==> src/rtl/morse_char_uart_tx_pkg.sv <==
// Shared encodings for the Morse character UART stage: symbol pairs,
// ASCII constants and the transmitter state type.
package morse_char_uart_tx_pkg;

    typedef logic [9:0] code_t;

    localparam logic [1:0] SYM_NONE = 2'b00;
    localparam logic [1:0] SYM_DOT  = 2'b10;
    localparam logic [1:0] SYM_DASH = 2'b11;

    localparam logic [7:0] CH_SPACE   = 8'h20;
    localparam logic [7:0] CH_INVALID = 8'h3F;

    typedef enum logic [1:0] {
        TX_IDLE  = 2'd0,
        TX_START = 2'd1,
        TX_DATA  = 2'd2,
        TX_STOP  = 2'd3
    } tx_state_t;

endpackage

==> src/rtl/morse_char_uart_tx_if.sv <==
// Code-side handshake between the keyer (master) and the character
// transmitter (slave).
interface morse_char_uart_tx_if;
    import morse_char_uart_tx_pkg::*;

    code_t code_in;
    logic  code_valid;
    logic  code_ready;

    modport master (output code_in, output code_valid, input  code_ready);
    modport slave  (input  code_in, input  code_valid, output code_ready);

endinterface

==> src/rtl/morse_char_uart_tx_lut.sv <==
// Combinational Morse decode: strips leading empty pairs, then maps the
// dot/dash sequence to ASCII, flagging gaps or unknown patterns as '?'.
module morse_lut
    import morse_char_uart_tx_pkg::*;
(
    input  code_t      code_in,
    output logic [7:0] ascii,
    output logic       invalid
);

    logic [2:0] len;
    logic [4:0] dash;
    logic       bad;
    logic [7:0] ch;

    always_comb begin
        len  = '0;
        dash = '0;
        bad  = 1'b0;
        for (int i = 0; i < 5; i++) begin
            if (code_in[2*i +: 2] != SYM_NONE) len = 3'(i + 1);
        end
        // Below the first symbol every pair must be a real dot or dash.
        for (int i = 0; i < 5; i++) begin
            if (i < int'(len)) begin
                if (!code_in[2*i + 1]) bad = 1'b1;
                dash[i] = code_in[2*i];
            end
        end
    end

    // Key: length, then first-sent symbol in the MSB, dash = 1.
    always_comb begin
        ch = 8'h00;
        case ({len, dash})
            {3'd1, 5'b00000}: ch = "E";
            {3'd1, 5'b00001}: ch = "T";
            {3'd2, 5'b00000}: ch = "I";
            {3'd2, 5'b00001}: ch = "A";
            {3'd2, 5'b00010}: ch = "N";
            {3'd2, 5'b00011}: ch = "M";
            {3'd3, 5'b00000}: ch = "S";
            {3'd3, 5'b00001}: ch = "U";
            {3'd3, 5'b00010}: ch = "R";
            {3'd3, 5'b00011}: ch = "W";
            {3'd3, 5'b00100}: ch = "D";
            {3'd3, 5'b00101}: ch = "K";
            {3'd3, 5'b00110}: ch = "G";
            {3'd3, 5'b00111}: ch = "O";
            {3'd4, 5'b00000}: ch = "H";
            {3'd4, 5'b00001}: ch = "V";
            {3'd4, 5'b00010}: ch = "F";
            {3'd4, 5'b00100}: ch = "L";
            {3'd4, 5'b00110}: ch = "P";
            {3'd4, 5'b00111}: ch = "J";
            {3'd4, 5'b01000}: ch = "B";
            {3'd4, 5'b01001}: ch = "X";
            {3'd4, 5'b01010}: ch = "C";
            {3'd4, 5'b01011}: ch = "Y";
            {3'd4, 5'b01100}: ch = "Z";
            {3'd4, 5'b01101}: ch = "Q";
            {3'd5, 5'b11111}: ch = "0";
            {3'd5, 5'b01111}: ch = "1";
            {3'd5, 5'b00111}: ch = "2";
            {3'd5, 5'b00011}: ch = "3";
            {3'd5, 5'b00001}: ch = "4";
            {3'd5, 5'b00000}: ch = "5";
            {3'd5, 5'b10000}: ch = "6";
            {3'd5, 5'b11000}: ch = "7";
            {3'd5, 5'b11100}: ch = "8";
            {3'd5, 5'b11110}: ch = "9";
            default:          ch = 8'h00;
        endcase
    end

    always_comb begin
        ascii   = ch;
        invalid = 1'b0;
        if (len == 3'd0) begin
            ascii = CH_SPACE;
        end else if (bad || ch == 8'h00) begin
            ascii   = CH_INVALID;
            invalid = 1'b1;
        end
    end

endmodule

==> src/rtl/morse_char_uart_tx.sv <==
// Morse character stage: decodes finished symbol vectors, queues the ASCII
// in a small FIFO and sends each character as an 8N1 UART frame.
module morse_char_uart_tx
    import morse_char_uart_tx_pkg::*;
#(
    parameter int CLK_FREQ_HZ = 25_000_000,
    parameter int BAUD        = 9600,
    parameter int FIFO_DEPTH  = 4
) (
    input  logic                        clk,
    input  logic                        rst_n,
    morse_char_uart_tx_if.slave         code_if,
    output logic [7:0]                  char_out,
    output logic                        char_valid,
    output logic                        err_invalid,
    output logic                        overflow,
    output logic                        tx,
    output logic                        tx_busy
);

    localparam int DIV = CLK_FREQ_HZ / BAUD;
    localparam int CW  = (DIV > 1) ? $clog2(DIV) : 1;
    localparam int AW  = $clog2(FIFO_DEPTH);
    localparam logic [CW-1:0] CNT_LAST = CW'(DIV - 1);
    localparam logic [AW:0]   CNT_FULL = (AW + 1)'(FIFO_DEPTH);

    logic [7:0] lut_ascii;
    logic       lut_invalid;

    morse_lut u_lut (
        .code_in (code_if.code_in),
        .ascii   (lut_ascii),
        .invalid (lut_invalid)
    );

    logic [7:0]    mem [FIFO_DEPTH];
    logic [AW-1:0] wr_ptr, rd_ptr;
    logic [AW:0]   count_q;
    logic          push, pop;

    assign code_if.code_ready = (count_q < CNT_FULL);
    assign push               = code_if.code_valid && code_if.code_ready;

    always_ff @(posedge clk) begin
        if (push) mem[wr_ptr] <= lut_ascii;
    end

    always_ff @(posedge clk or negedge rst_n) begin
        if (!rst_n) begin
            wr_ptr      <= '0;
            rd_ptr      <= '0;
            count_q     <= '0;
            char_out    <= 8'h00;
            char_valid  <= 1'b0;
            err_invalid <= 1'b0;
            overflow    <= 1'b0;
        end else begin
            if (push) wr_ptr <= wr_ptr + AW'(1);
            if (pop)  rd_ptr <= rd_ptr + AW'(1);
            case ({push, pop})
                2'b10:   count_q <= count_q + (AW + 1)'(1);
                2'b01:   count_q <= count_q - (AW + 1)'(1);
                default: count_q <= count_q;
            endcase
            if (push) char_out <= lut_ascii;
            char_valid  <= push;
            err_invalid <= push && lut_invalid;
            overflow    <= code_if.code_valid && !code_if.code_ready;
        end
    end

    tx_state_t     state_q, state_d;
    logic [CW-1:0] cnt_q, cnt_d;
    logic [2:0]    bit_q, bit_d;
    logic [7:0]    sh_q, sh_d;

    // tx and tx_busy are registered from the state, so the line lags the
    // FSM by one cycle and stays glitch-free.
    always_ff @(posedge clk or negedge rst_n) begin
        if (!rst_n) begin
            state_q <= TX_IDLE;
            cnt_q   <= '0;
            bit_q   <= '0;
            sh_q    <= '0;
            tx      <= 1'b1;
            tx_busy <= 1'b0;
        end else begin
            state_q <= state_d;
            cnt_q   <= cnt_d;
            bit_q   <= bit_d;
            sh_q    <= sh_d;
            tx      <= (state_q == TX_START) ? 1'b0 :
                       (state_q == TX_DATA)  ? sh_q[0] : 1'b1;
            tx_busy <= (state_q != TX_IDLE);
        end
    end

    always_comb begin
        state_d = state_q;
        cnt_d   = cnt_q + CW'(1);
        bit_d   = bit_q;
        sh_d    = sh_q;
        pop     = 1'b0;
        case (state_q)
            TX_IDLE: begin
                cnt_d = '0;
                if (count_q != '0) begin
                    pop     = 1'b1;
                    sh_d    = mem[rd_ptr];
                    state_d = TX_START;
                end
            end
            TX_START: if (cnt_q == CNT_LAST) begin
                cnt_d   = '0;
                bit_d   = '0;
                state_d = TX_DATA;
            end
            TX_DATA: if (cnt_q == CNT_LAST) begin
                cnt_d = '0;
                sh_d  = {1'b0, sh_q[7:1]};
                bit_d = bit_q + 3'd1;
                if (bit_q == 3'd7) state_d = TX_STOP;
            end
            TX_STOP: if (cnt_q == CNT_LAST) begin
                cnt_d   = '0;
                state_d = TX_IDLE;
            end
            default: state_d = TX_IDLE;
        endcase
    end

endmodule

==> src/flat_wrapper.sv <==
// flat-port wrapper written by rule: the top's interface ports become plain ports
module morse_char_uart_tx_flat import morse_char_uart_tx_pkg::*;
#(
    parameter int CLK_FREQ_HZ = 25_000_000,
    parameter int BAUD        = 9600,
    parameter int FIFO_DEPTH  = 4
)
  (clk, rst_n, char_out, char_valid, err_invalid, overflow, tx, tx_busy, code_if_code_in, code_if_code_valid, code_if_code_ready);
  morse_char_uart_tx_if code_if_i ();
  input  logic clk;
  input  logic rst_n;
  output logic [7:0] char_out;
  output logic char_valid;
  output logic err_invalid;
  output logic overflow;
  output logic tx;
  output logic tx_busy;
  input wire logic [$bits(code_if_i.code_in)-1:0] code_if_code_in;
  input wire logic [$bits(code_if_i.code_valid)-1:0] code_if_code_valid;
  output wire logic [$bits(code_if_i.code_ready)-1:0] code_if_code_ready;
  assign code_if_i.code_in = code_if_code_in;
  assign code_if_i.code_valid = code_if_code_valid;
  assign code_if_code_ready = code_if_i.code_ready;
  morse_char_uart_tx #(.CLK_FREQ_HZ(CLK_FREQ_HZ), .BAUD(BAUD), .FIFO_DEPTH(FIFO_DEPTH)) u_core (.clk(clk), .rst_n(rst_n), .code_if(code_if_i), .char_out(char_out), .char_valid(char_valid), .err_invalid(err_invalid), .overflow(overflow), .tx(tx), .tx_busy(tx_busy));
endmodule
==> config.mk <==
export PLATFORM = sky130hd
export DESIGN_NAME = morse_char_uart_tx_flat
export DESIGN_NICKNAME = d
export VERILOG_FILES = /design/src/rtl/morse_char_uart_tx_pkg.sv /design/src/rtl/morse_char_uart_tx_if.sv /design/src/rtl/morse_char_uart_tx_lut.sv /design/src/rtl/morse_char_uart_tx.sv /design/src/flat_wrapper.sv
export SDC_FILE = /design/constraint.sdc
export NUM_CORES = 1
export LEC_CHECK = 0
export BUFFER_PORTS_ARGS = -buffer_cell sky130_fd_sc_hd__buf_2
export CORE_MARGIN = 4
export CORE_UTILIZATION = 47
export DETAILED_ROUTE_END_ITERATION = 6
export GPL_ROUTABILITY_DRIVEN = 0
export GPL_TIMING_DRIVEN = 1
export PLACE_DENSITY = 0.72
export SETUP_SLACK_MARGIN = 0.2
export SYNTH_ARGS = -nofsm -noshare
export SYNTH_HDL_FRONTEND = slang
export SYNTH_SLANG_ARGS = --single-unit
==> constraint.sdc <==
create_clock -name clk -period 3.6 [get_ports clk]
set_input_delay 1.08 -clock clk [delete_from_list [all_inputs] [get_ports clk]]
set_output_delay 1.08 -clock clk [all_outputs]
set_load 0.02 [all_outputs]
==> results.json, run 1 <==
{
  "reg2reg_slack_ns": 1.43,
  "grt_use_total": 0.168,
  "synthToLayoutAreaGrowth_pct": 11.6,
  "first_iter_violations": 137,
  "cts_root_buf": "clkbuf_8",
  "r2r_cells": 10,
  "dpl.hpwl_um": 5330,
  "cts.clk_slew.worst_paths_ns": 0.08,
  "drtAntennaViolNets": 0,
  "setup_viol": 0,
  "worstPathCellList": "buf_2 -> or3_1 -> a2111oi_0 -> o41ai_2 -> nand4_1 -> o211a_1 -> a31oi_1",
  "avgSynthCellArea_um2": 10.6,
  "rsz0062_at_grt": "false",
  "synth_commonest_cells": "42 x dfrtp_1, 35 x nor2_1, 28 x edfxtp_1",
  "cp.arrival_ns": 3.31,
  "hold_path_depth": 1,
  "async_reset_ff_frac": 0.606,
  "cp-start-kind": "input pin",
  "synth-seq-area-share": 0.502,
  "critPathMaxFanout": 15,
  "clock_skew_ns": 0.0120,
  "r2r-end": "u_core.count_q[2]",
  "cp_slowest_cell": "a2111oi_0",
  "synth_area_um2": 3820,
  "n_antenna_cell": 0,
  "crit_end": "u_core.mem[3][1]",
  "power_density_nw_per_um2": 479,
  "yosys.cell_types.count": 60,
  "syn_inst": 361,
  "drt-pass1-iter-count": 5,
  "vias": 2804,
  "fin_util": 0.546,
  "fmax_mhz": 308,
  "die-area_um2": 9640,
  "wl_per_cell_um": 15.6,
  "grt_first_pass_wirelength_um": 13100,
  "status": "completed",
  "clock_sinks": 71,
  "critPathLaunch": "code_if_code_in[7]",
  "initial_core_util": 0.490,
  "power.leakage_nw": 1.69,
  "worst_slew_pin_slew_ns": 0.988,
  "clk_latency_ns": 0.34,
  "gr-total-overflow": 0,
  "grt_pass1_vias": 2742,
  "fin_crit_sh": 0.902,
  "synth_edf_count": 28,
  "io_pins": 27,
  "cts.path.max_buffers": 2,
  "drv_slew": 0,
  "critPathKind": "in2reg",
  "die_y_um": 98.2,
  "final_area_um2": 4270,
  "die_w_um": 98.2,
  "max_stage_delay_ns": 0.72,
  "rr_startpoint": "u_core.state_q[0]",
  "ctsHoldBuffers": 0,
  "row_count": 32,
  "slew_headroom": 0.341,
  "ys_warn_count": 0,
  "cts_made_buffers": 9,
  "route.detailed.drc": 0,
  "grt_max_degree": 44,
  "htree_levels": 3,
  "maxCapViolCount": 0,
  "vias_per_cell": 5.73,
  "hp-class": "reg2reg",
  "placed_area_um2": 4040,
  "netlist_top_cells_area": "dfrtp_1 27%, edfxtp_1 22%, mux4_2 4.1%, ha_1 3.9%, nor2_1 3.4%",
  "antenna_found_initial": 0,
  "wirelength_um": 7650,
  "netlist.area_leader.share": 0.275,
  "ir_drop_uv": 187,
  "final_layout_size_suffix_gt1_frac": 0.165,
  "synth_top_area_cell": "dfrtp_1",
  "fin_crit_ns": 3.25,
  "coreArea_um2": 7810,
  "synth_fp_nets": 387,
  "required_ns": 3.66,
  "synth_seq_cells": 71,
  "hold_viol_final": 0,
  "synth_most_common_cell": "dfrtp_1",
  "io_buffers": 25,
  "cts_tree": "yes",
  "endpoint_kind": "flop",
  "nets": 408,
  "synth_flop_cell": "dfrtp_1"
}
==> routing by layer <==
| metal | vias to the layer above | global-route usage | part of all wire |
|---|---|---|---|
| met2 | 97 | 0.272 | 0.49 |
| met5 | - | 0 | 0 |
| li1 | 1347 | - | - |
| met4 | 0 | 0.0672 | 0.023 |
| met3 | 16 | 0.0407 | 0.054 |
| met1 | 1344 | 0.217 | 0.43 |
==> timing repair <==
action | CTS | global route
resized for setup | 0 | 1
setup endpoints to repair | 0 | 14
hold endpoints to repair | 0 | 0
buffers inserted | 0 | 0
==> state kept, by name (all words and copies together), names as in the netlist <==
name and flops:
u_core.count_q 3, u_core.state_q 2, u_core.rd_ptr 2, u_core.mem 28, u_core.char_valid 1, u_core.err_invalid 1
u_core.char_out 7, u_core.tx_busy 1, u_core.overflow 1, u_core.wr_ptr 2, u_core.tx 1, u_core.cnt_q 12
u_core.bit_q 3, u_core.sh_q 7
==> power breakdown <==
part           total, mW  switching [mW]  internal [mW]  leakage [nW]
registers          0.984          0.0444          0.940         0.774
clock network      0.708           0.314          0.394         0.103
logic              0.352           0.226          0.126         0.812
==> final cells by class <==
cell class,count,area (um^2)
fillers,711,3540
clock buffers,10,128
multi-input cells,252,1770
flip-flops and latches,71,1920
repair buffers,31,170
inverters,17,63.8
well taps,102,128
clock inverters,6,92.6
==> worst min-delay path by stage <==
| stage | slack, ns | endpoint | start |
|---|---|---|---|
| 6_report | 0.49 | u_core.cnt_q[0] | u_core.cnt_q[0] |
| 2_1_floorplan | 0.45 | u_core.cnt_q[0] | u_core.cnt_q[0] |
| 4_1_cts | 0.49 | u_core.cnt_q[0] | u_core.cnt_q[0] |
| 3_3_place_gp | 0.47 | u_core.cnt_q[0] | u_core.cnt_q[0] |
| 3_5_place_dp | 0.48 | u_core.cnt_q[0] | u_core.cnt_q[0] |
| 5_1_grt | 0.52 | u_core.cnt_q[0] | u_core.cnt_q[0] |
==> logic make-up (layout without fill, tap and decap cells) <==
logic type / count (synthesis) / count (layout) / synth area share
and+or+nand+nor: 131 / 131 / 0.178
AOI/OAI and AO/OA: 75 / 75 / 0.134
DFF: 71 / 71 / 0.502
buffers and inverters: 38 / 64 / 0.0386
muxes: 17 / 17 / 0.0681
xor gates and xnor gates: 15 / 15 / 0.0344
adders and majority gates: 13 / 13 / 0.0445
other: 1 / 1 / 0.000981
==> layout by cell type (no fill, tap or decap), types with 3 or more instances in the layout <==
| cell | n |
|---|---|
| a21boi_0 | 3 |
| a31oi_1 | 4 |
| mux4_2 | 7 |
| xor2_1 | 8 |
| nor2b_1 | 9 |
| buf_4 | 6 |
| nand2_1 | 26 |
| nand2b_1 | 4 |
| mux2i_1 | 8 |
| or2_2 | 3 |
| a22o_1 | 3 |
| edfxtp_1 | 28 |
| or4_1 | 3 |
| dfrtp_1 | 42 |
| nor3_1 | 6 |
| inv_1 | 17 |
| and2_1 | 8 |
| buf_2 | 25 |
| o21ai_0 | 19 |
| xnor2_1 | 7 |
| nand3_1 | 9 |
| nand4_1 | 4 |
| ha_1 | 12 |
| and3_1 | 4 |
| clkbuf_8 | 9 |
| a21oi_1 | 19 |
| nor4_1 | 5 |
| or3_1 | 5 |
| nor2_1 | 35 |
==> critical path: cells and delay by family <==
kind / cells / cell delay [ns]
buf+inv: 1 / 0.18
compound gates: 4 / 1.40
simple gates: 2 / 0.65
==> metrics by stage <==
step	TNS (ns)	hold slack [ns]	setup WS, ns	total power, mW	instances
2_1_floorplan	0	0.447	0.456	1.24	361
3_3_place_gp	0	0.472	0.175	1.34	473
3_5_place_dp	-0.0398	0.480	-0.00997	1.36	473
4_1_cts	0	0.492	0.373	2.07	489
5_1_grt	0	0.524	0.149	2.16	489
6_report	0	0.491	0.354	2.04	489
(Power assumes the default switching activity.)
==> inputs of run 2 (changes only) <==
--- a/config.mk
+++ b/config.mk
@@ -11,7 +11,6 @@
 export DETAILED_ROUTE_END_ITERATION = 6
 export GPL_ROUTABILITY_DRIVEN = 0
 export GPL_TIMING_DRIVEN = 1
-export PLACE_DENSITY = 0.72
 export SETUP_SLACK_MARGIN = 0.2
 export SYNTH_ARGS = -nofsm -noshare
 export SYNTH_HDL_FRONTEND = slang
==> run 2 against run 1 <==
  * Non-clock buffer count up 2
  * Global-route usage rose by 0.12 points
  * Clock skew is 0.0029 ns lower
  * First-iteration DRC count is 18% higher
  * Worst setup slack better by 0.11 ns
  * Worst hold slack lost 0.011 ns
  * Fmax grew 3.4%
  * Sequential cell count is the same
  * Wire length rose by 2.8%
  * Highest routed layer unchanged
  * Power fell by 4.9%
  * Core utilization down 0.32 points
==> results.json, run 2 (synthesized netlist as in run 1, its figures left out) <==
{
  "status": "completed",
  "die_w_um": 98.2,
  "clock_skew_ns": 0.00904,
  "die-area_um2": 9640,
  "final_cell_mix": "42 x dfrtp_1, 35 x nor2_1, 28 x edfxtp_1, 26 x nand2_1, 25 x buf_2",
  "final_layout_size_suffix_gt1_frac": 0.165,
  "vias": 2764,
  "fmax_mhz": 319,
  "power_density_nw_per_um2": 458,
  "p_total_mw": 1.94,
  "rr_startpoint": "u_core.state_q[0]",
  "reg_top3": "u_core.mem x28, u_core.cnt_q x12",
  "cts_setup_buffers": 0,
  "holdWs_ns": 0.480,
  "drv_slew": 0,
  "fin_crit_ns": 3.14,
  "cts.clk_slew.worst_paths_ns": 0.07,
  "endpoint_kind": "flop",
  "antenna_found_initial": 0,
  "placed_area_um2": 4050,
  "cts.path.max_buffers": 2,
  "clk_latency_ns": 0.33,
  "fin_util": 0.543,
  "largest_register": "u_core.mem",
  "n_antenna_cell": 0,
  "grt_pass1_vias": 2570,
  "largest_register_ffs": 28,
  "worst_slew_pin_slew_ns": 0.952,
  "cts_made_buffers": 9,
  "coreArea_um2": 7810,
  "nets": 410,
  "grt_use_total": 0.169,
  "min_to": "u_core.cnt_q[0]",
  "hold_path_depth": 1,
  "wl_per_cell_um": 16.0,
  "wirelength_um": 7860,
  "final_area_um2": 4240,
  "r2r-end": "u_core.count_q[2]",
  "grt_first_pass_wirelength_um": 13000,
  "critPathMaxFanout": 16,
  "first_iter_violations": 161,
  "cts_resized": 0,
  "final_common_cell": "dfrtp_1",
  "reg2reg_slack_ns": 1.37,
  "grt_max_degree": 44,
  "die_y_um": 98.2,
  "htree_levels": 3,
  "io_buffers": 25,
  "gr-total-overflow": 0,
  "min_from": "u_core.cnt_q[0]",
  "row_count": 32,
  "clock_sinks": 71,
  "initial_core_util": 0.490,
  "dpl.hpwl_um": 5590,
  "r2r_cells": 10,
  "cp.arrival_ns": 3.25,
  "required_ns": 3.71,
  "ir_drop_uv": 251,
  "hold_viol_final": 0,
  "slew_headroom": 0.366,
  "setup_viol": 0,
  "cts_tree": "yes",
  "maxCapViolCount": 0,
  "rsz0062_at_grt": "false",
  "preCtsSetupSlack_ns": 0.0257,
  "drt-pass1-iter-count": 5,
  "io_pins": 27,
  "fillers": 733,
  "vias_per_cell": 5.63,
  "drtAntennaViolNets": 0,
  "setup_slack_ns": 0.460,
  "tns_ns": 0,
  "fin_crit_sh": 0.872,
  "hp-class": "reg2reg",
  "cts_root_buf": "clkbuf_8",
  "route.detailed.drc": 0,
  "synthToLayoutAreaGrowth_pct": 10.9,
  "power.leakage_nw": 1.68,
  "stdcell_count": 491,
  "dp.cells": 475,
  "critPathKind": "in2reg",
  "ctsHoldBuffers": 0,
  "cp-start-kind": "input pin"
}
run 2: worst max-delay path by stage:
stage                             from               end  slack (ns)
floorplan           code_if_code_in[5]  u_core.mem[0][1]        0.46
global placement    code_if_code_in[9]  u_core.mem[0][1]        0.15
detailed placement  code_if_code_in[9]  u_core.mem[2][1]        0.03
CTS                 code_if_code_in[9]  u_core.mem[2][1]        0.38
global route        code_if_code_in[9]  u_core.mem[3][1]        0.28
finish              code_if_code_in[9]  u_core.mem[3][1]        0.46
run 2: critical path, stage by stage:
cell and delay, ns:
buf_2 0.19, nor4_2 0.40, a2111oi_0 0.21, o41ai_1 0.55, nand4_1 0.24, o211a_1 0.27, a31oi_1 0.31
run 2: report_power, final:
group,switching (mW),internal (mW)
clock,0.282,0.319
sequential,0.0417,0.940
combinational,0.232,0.127
total,0.556,1.39
run 2: area by class of cell:
cell class	count	area, um^2	area share
flip-flops and latches	71	1920	0.452
multi-input cells	252	1760	0.416
repair buffers	33	185	0.0437
clock buffers	12	135	0.0319
well taps	102	128	0.0301
inverters	17	63.8	0.0150
clock inverters	4	46.3	0.0109
run 2: per-layer routing:
layer / global-route usage / wire length (um)
met4: 0.0378 / 66
met1: 0.248 / 3780
met2: 0.248 / 3530
met5: 0 / 0
met3: 0.0500 / 491
==> inputs of run 3 (changes only) <==
--- a/config.mk
+++ b/config.mk
@@ -14,4 +14,5 @@
 export SETUP_SLACK_MARGIN = 0.2
 export SYNTH_ARGS = -nofsm -noshare
 export SYNTH_HDL_FRONTEND = slang
+export SYNTH_HIERARCHICAL = 1
 export SYNTH_SLANG_ARGS = --single-unit
==> run 3 against run 2 <==
  * Fmax grew 6.5%
  * Global-route usage rose by 0.34 points
  * Final cell count fell by 1.2%
  * Count of clock-buffer cells in the layout grew 2
  * Non-clock buffer count shrank 1
  * Clock power up 4.8%
  * Synthesized area rose by 7.8%
==> results.json, run 3 <==
{
  "cts_tree": "yes",
  "max_stage_delay_ns": 0.42,
  "clock_sinks": 77,
  "hp-class": "reg2reg",
  "synth-seq-area-share": 0.507,
  "die_y_um": 102,
  "vias_per_cell": 5.67,
  "io_pins": 27,
  "coreArea_um2": 8380,
  "drtAntennaViolNets": 0,
  "reg_top3": "u_core/mem x32, u_core/cnt_q x12",
  "reg2reg_slack_ns": 1.26,
  "grt_use_total": 0.172,
  "synth_edf_count": 32,
  "cts_setup_buffers": 0,
  "setup_viol": 0,
  "final_layout_size_suffix_gt1_frac": 0.242,
  "async_reset_ff_frac": 0.584,
  "maxCapViolCount": 0,
  "final_common_cell": "dfrtp_1",
  "endpoint_kind": "flop",
  "placed_area_um2": 4290,
  "n_antenna_cell": 0,
  "largest_register_ffs": 32,
  "io_buffers": 26,
  "final_cell_mix": "44 x dfrtp_1, 39 x nor2_1, 32 x edfxtp_1, 26 x buf_2, 22 x nand2_1",
  "cp_slowest_cell": "nor4_4",
  "required_ns": 3.83,
  "clock_skew_ns": 0.0108,
  "critPathKind": "in2reg",
  "slew_headroom": 0.524,
  "worst_slew_pin_slew_ns": 0.713,
  "nets": 402,
  "tns_ns": 0,
  "cp.arrival_ns": 3.18,
  "syn_inst": 353,
  "avgSynthCellArea_um2": 11.7,
  "gr-total-overflow": 0,
  "grt_max_degree": 30,
  "synth_top_area_cell": "dfrtp_1",
  "ctsHoldBuffers": 0,
  "synth_flop_cell": "dfrtp_1",
  "row_count": 33,
  "vias": 2750,
  "clk_latency_ns": 0.34,
  "highest_layer": "met4",
  "largest_register": "u_core/mem",
  "synthToLayoutAreaGrowth_pct": 8.84,
  "netlist.area_leader.share": 0.267,
  "final_area_um2": 4480,
  "cts_made_buffers": 9,
  "wirelength_um": 8070,
  "critPathTopFamily": "simple AND/OR/NAND/NOR gates",
  "hold_viol_final": 0,
  "worstPathCellList": "buf_2 -> or2_1 -> nor4_4 -> nand2_1 -> nor2_1 -> o211ai_1 -> mux2_2",
  "htree_levels": 3,
  "route.detailed.drc": 0,
  "initial_core_util": 0.492,
  "drv_slew": 0,
  "dp.cells": 469,
  "preCtsSetupSlack_ns": 0.352,
  "cts_resized": 0,
  "fin_crit_ns": 2.95,
  "antenna_found_initial": 0,
  "synth_commonest_cells": "44 x dfrtp_1, 39 x nor2_1, 32 x edfxtp_1",
  "met3WireLength_um": 406,
  "first_iter_violations": 212,
  "wl_met2_um": 3710,
  "critPathMaxFanout": 10,
  "yosys.cell_types.count": 69,
  "synth_seq_cells": 77,
  "synth_fp_nets": 380,
  "grt_pass1_vias": 2682,
  "cts_root_buf": "clkbuf_8",
  "drt-pass1-iter-count": 4,
  "synth_most_common_cell": "dfrtp_1",
  "path_buf_inv": 1,
  "cts.clk_slew.worst_paths_ns": 0.08,
  "met1_length_um": 3820,
  "synth_area_um2": 4120,
  "status": "completed",
  "p_total_mw": 2.94,
  "wl_per_cell_um": 16.6,
  "die_w_um": 102,
  "netlist_top_cells_area": "dfrtp_1 27%, edfxtp_1 23%, mux4_2 4.4%, mux2_2 4.1%, ha_1 3.9%",
  "fillers": 718,
  "power_density_nw_per_um2": 656,
  "fin_crit_sh": 0.819,
  "ir_drop_uv": 255,
  "fmax_mhz": 339,
  "cp-start-kind": "input pin",
  "dpl.hpwl_um": 5690,
  "die-area_um2": 10300,
  "stdcell_count": 485,
  "cts.path.max_buffers": 2,
  "setup_slack_ns": 0.652,
  "grt_first_pass_wirelength_um": 13500,
  "ys_warn_count": 6,
  "power.leakage_nw": 1.80,
  "rsz0062_at_grt": "false"
}
[run 3: changes by cell type in the layout (fill, tap and decap cells not counted), sizes merged, moves of 4 or more]
cell	previous run	this run
nor2	35	39
a21oi	19	12
edfxtp	28	32
nor2b	9	3
mux2i	8	3
or3	5	1
o21ai	20	11
nand2	26	22
mux2	2	21
[run 3: per-layer routing]
layer	global-route usage	vias to the layer above
met4	0.0685	0
met1	0.235	1337
met5	0	-
met2	0.266	76
li1	-	1321
met3	0.0420	16
[run 3: cell families (layout without fill, tap and decap cells)]
logic type / Yosys count / count (layout) / share of synthesized area
simple gates: 111 / 111 / 0.142
fa+ha+maj: 14 / 14 / 0.0443
compound gates: 62 / 62 / 0.107
flops: 77 / 77 / 0.507
other cells: 1 / 1 / 0.000910
xor+xnor: 16 / 16 / 0.0340
mux: 32 / 32 / 0.114
buf+inv: 40 / 67 / 0.0513
[run 3: report_power, final]
group          switching, mW  internal [mW]
combinational          0.523          0.501
sequential             0.154           1.13
clock                  0.300          0.331
[run 3: final timing paths]
kind,from,end,depth (start not counted)
setup / recovery,code_if_code_in[8],u_core/char_out[1],7
hold / removal,u_core/cnt_q[0],u_core/cnt_q[0],1
setup reg to reg,u_core/state_q[0],u_core/count_q[2],10
hold reg to reg,u_core/cnt_q[0],u_core/cnt_q[0],1
max in group asynchronous,rst_n,u_core/wr_ptr[0],2
min in group asynchronous,rst_n,u_core/char_out[1],1
[run 3: cell type report]
class	instances	area [um^2]	area share
clock buffers	14	184	0.0410
clock inverters	2	13.8	0.00307
inverters	19	71.3	0.0159
flip-flops and latches	77	2090	0.466
repair buffers	32	175	0.0391
well taps	105	131	0.0293
multi-input cells	236	1820	0.406
[run 3: metrics by stage]
step,utilization,hold WS (ns)
final,0.535,0.497
after global routing,0.535,0.513
after CTS,0.535,0.504
after detailed placement,0.511,0.490
after global placement,0.511,0.484
after floorplan,-,0.455
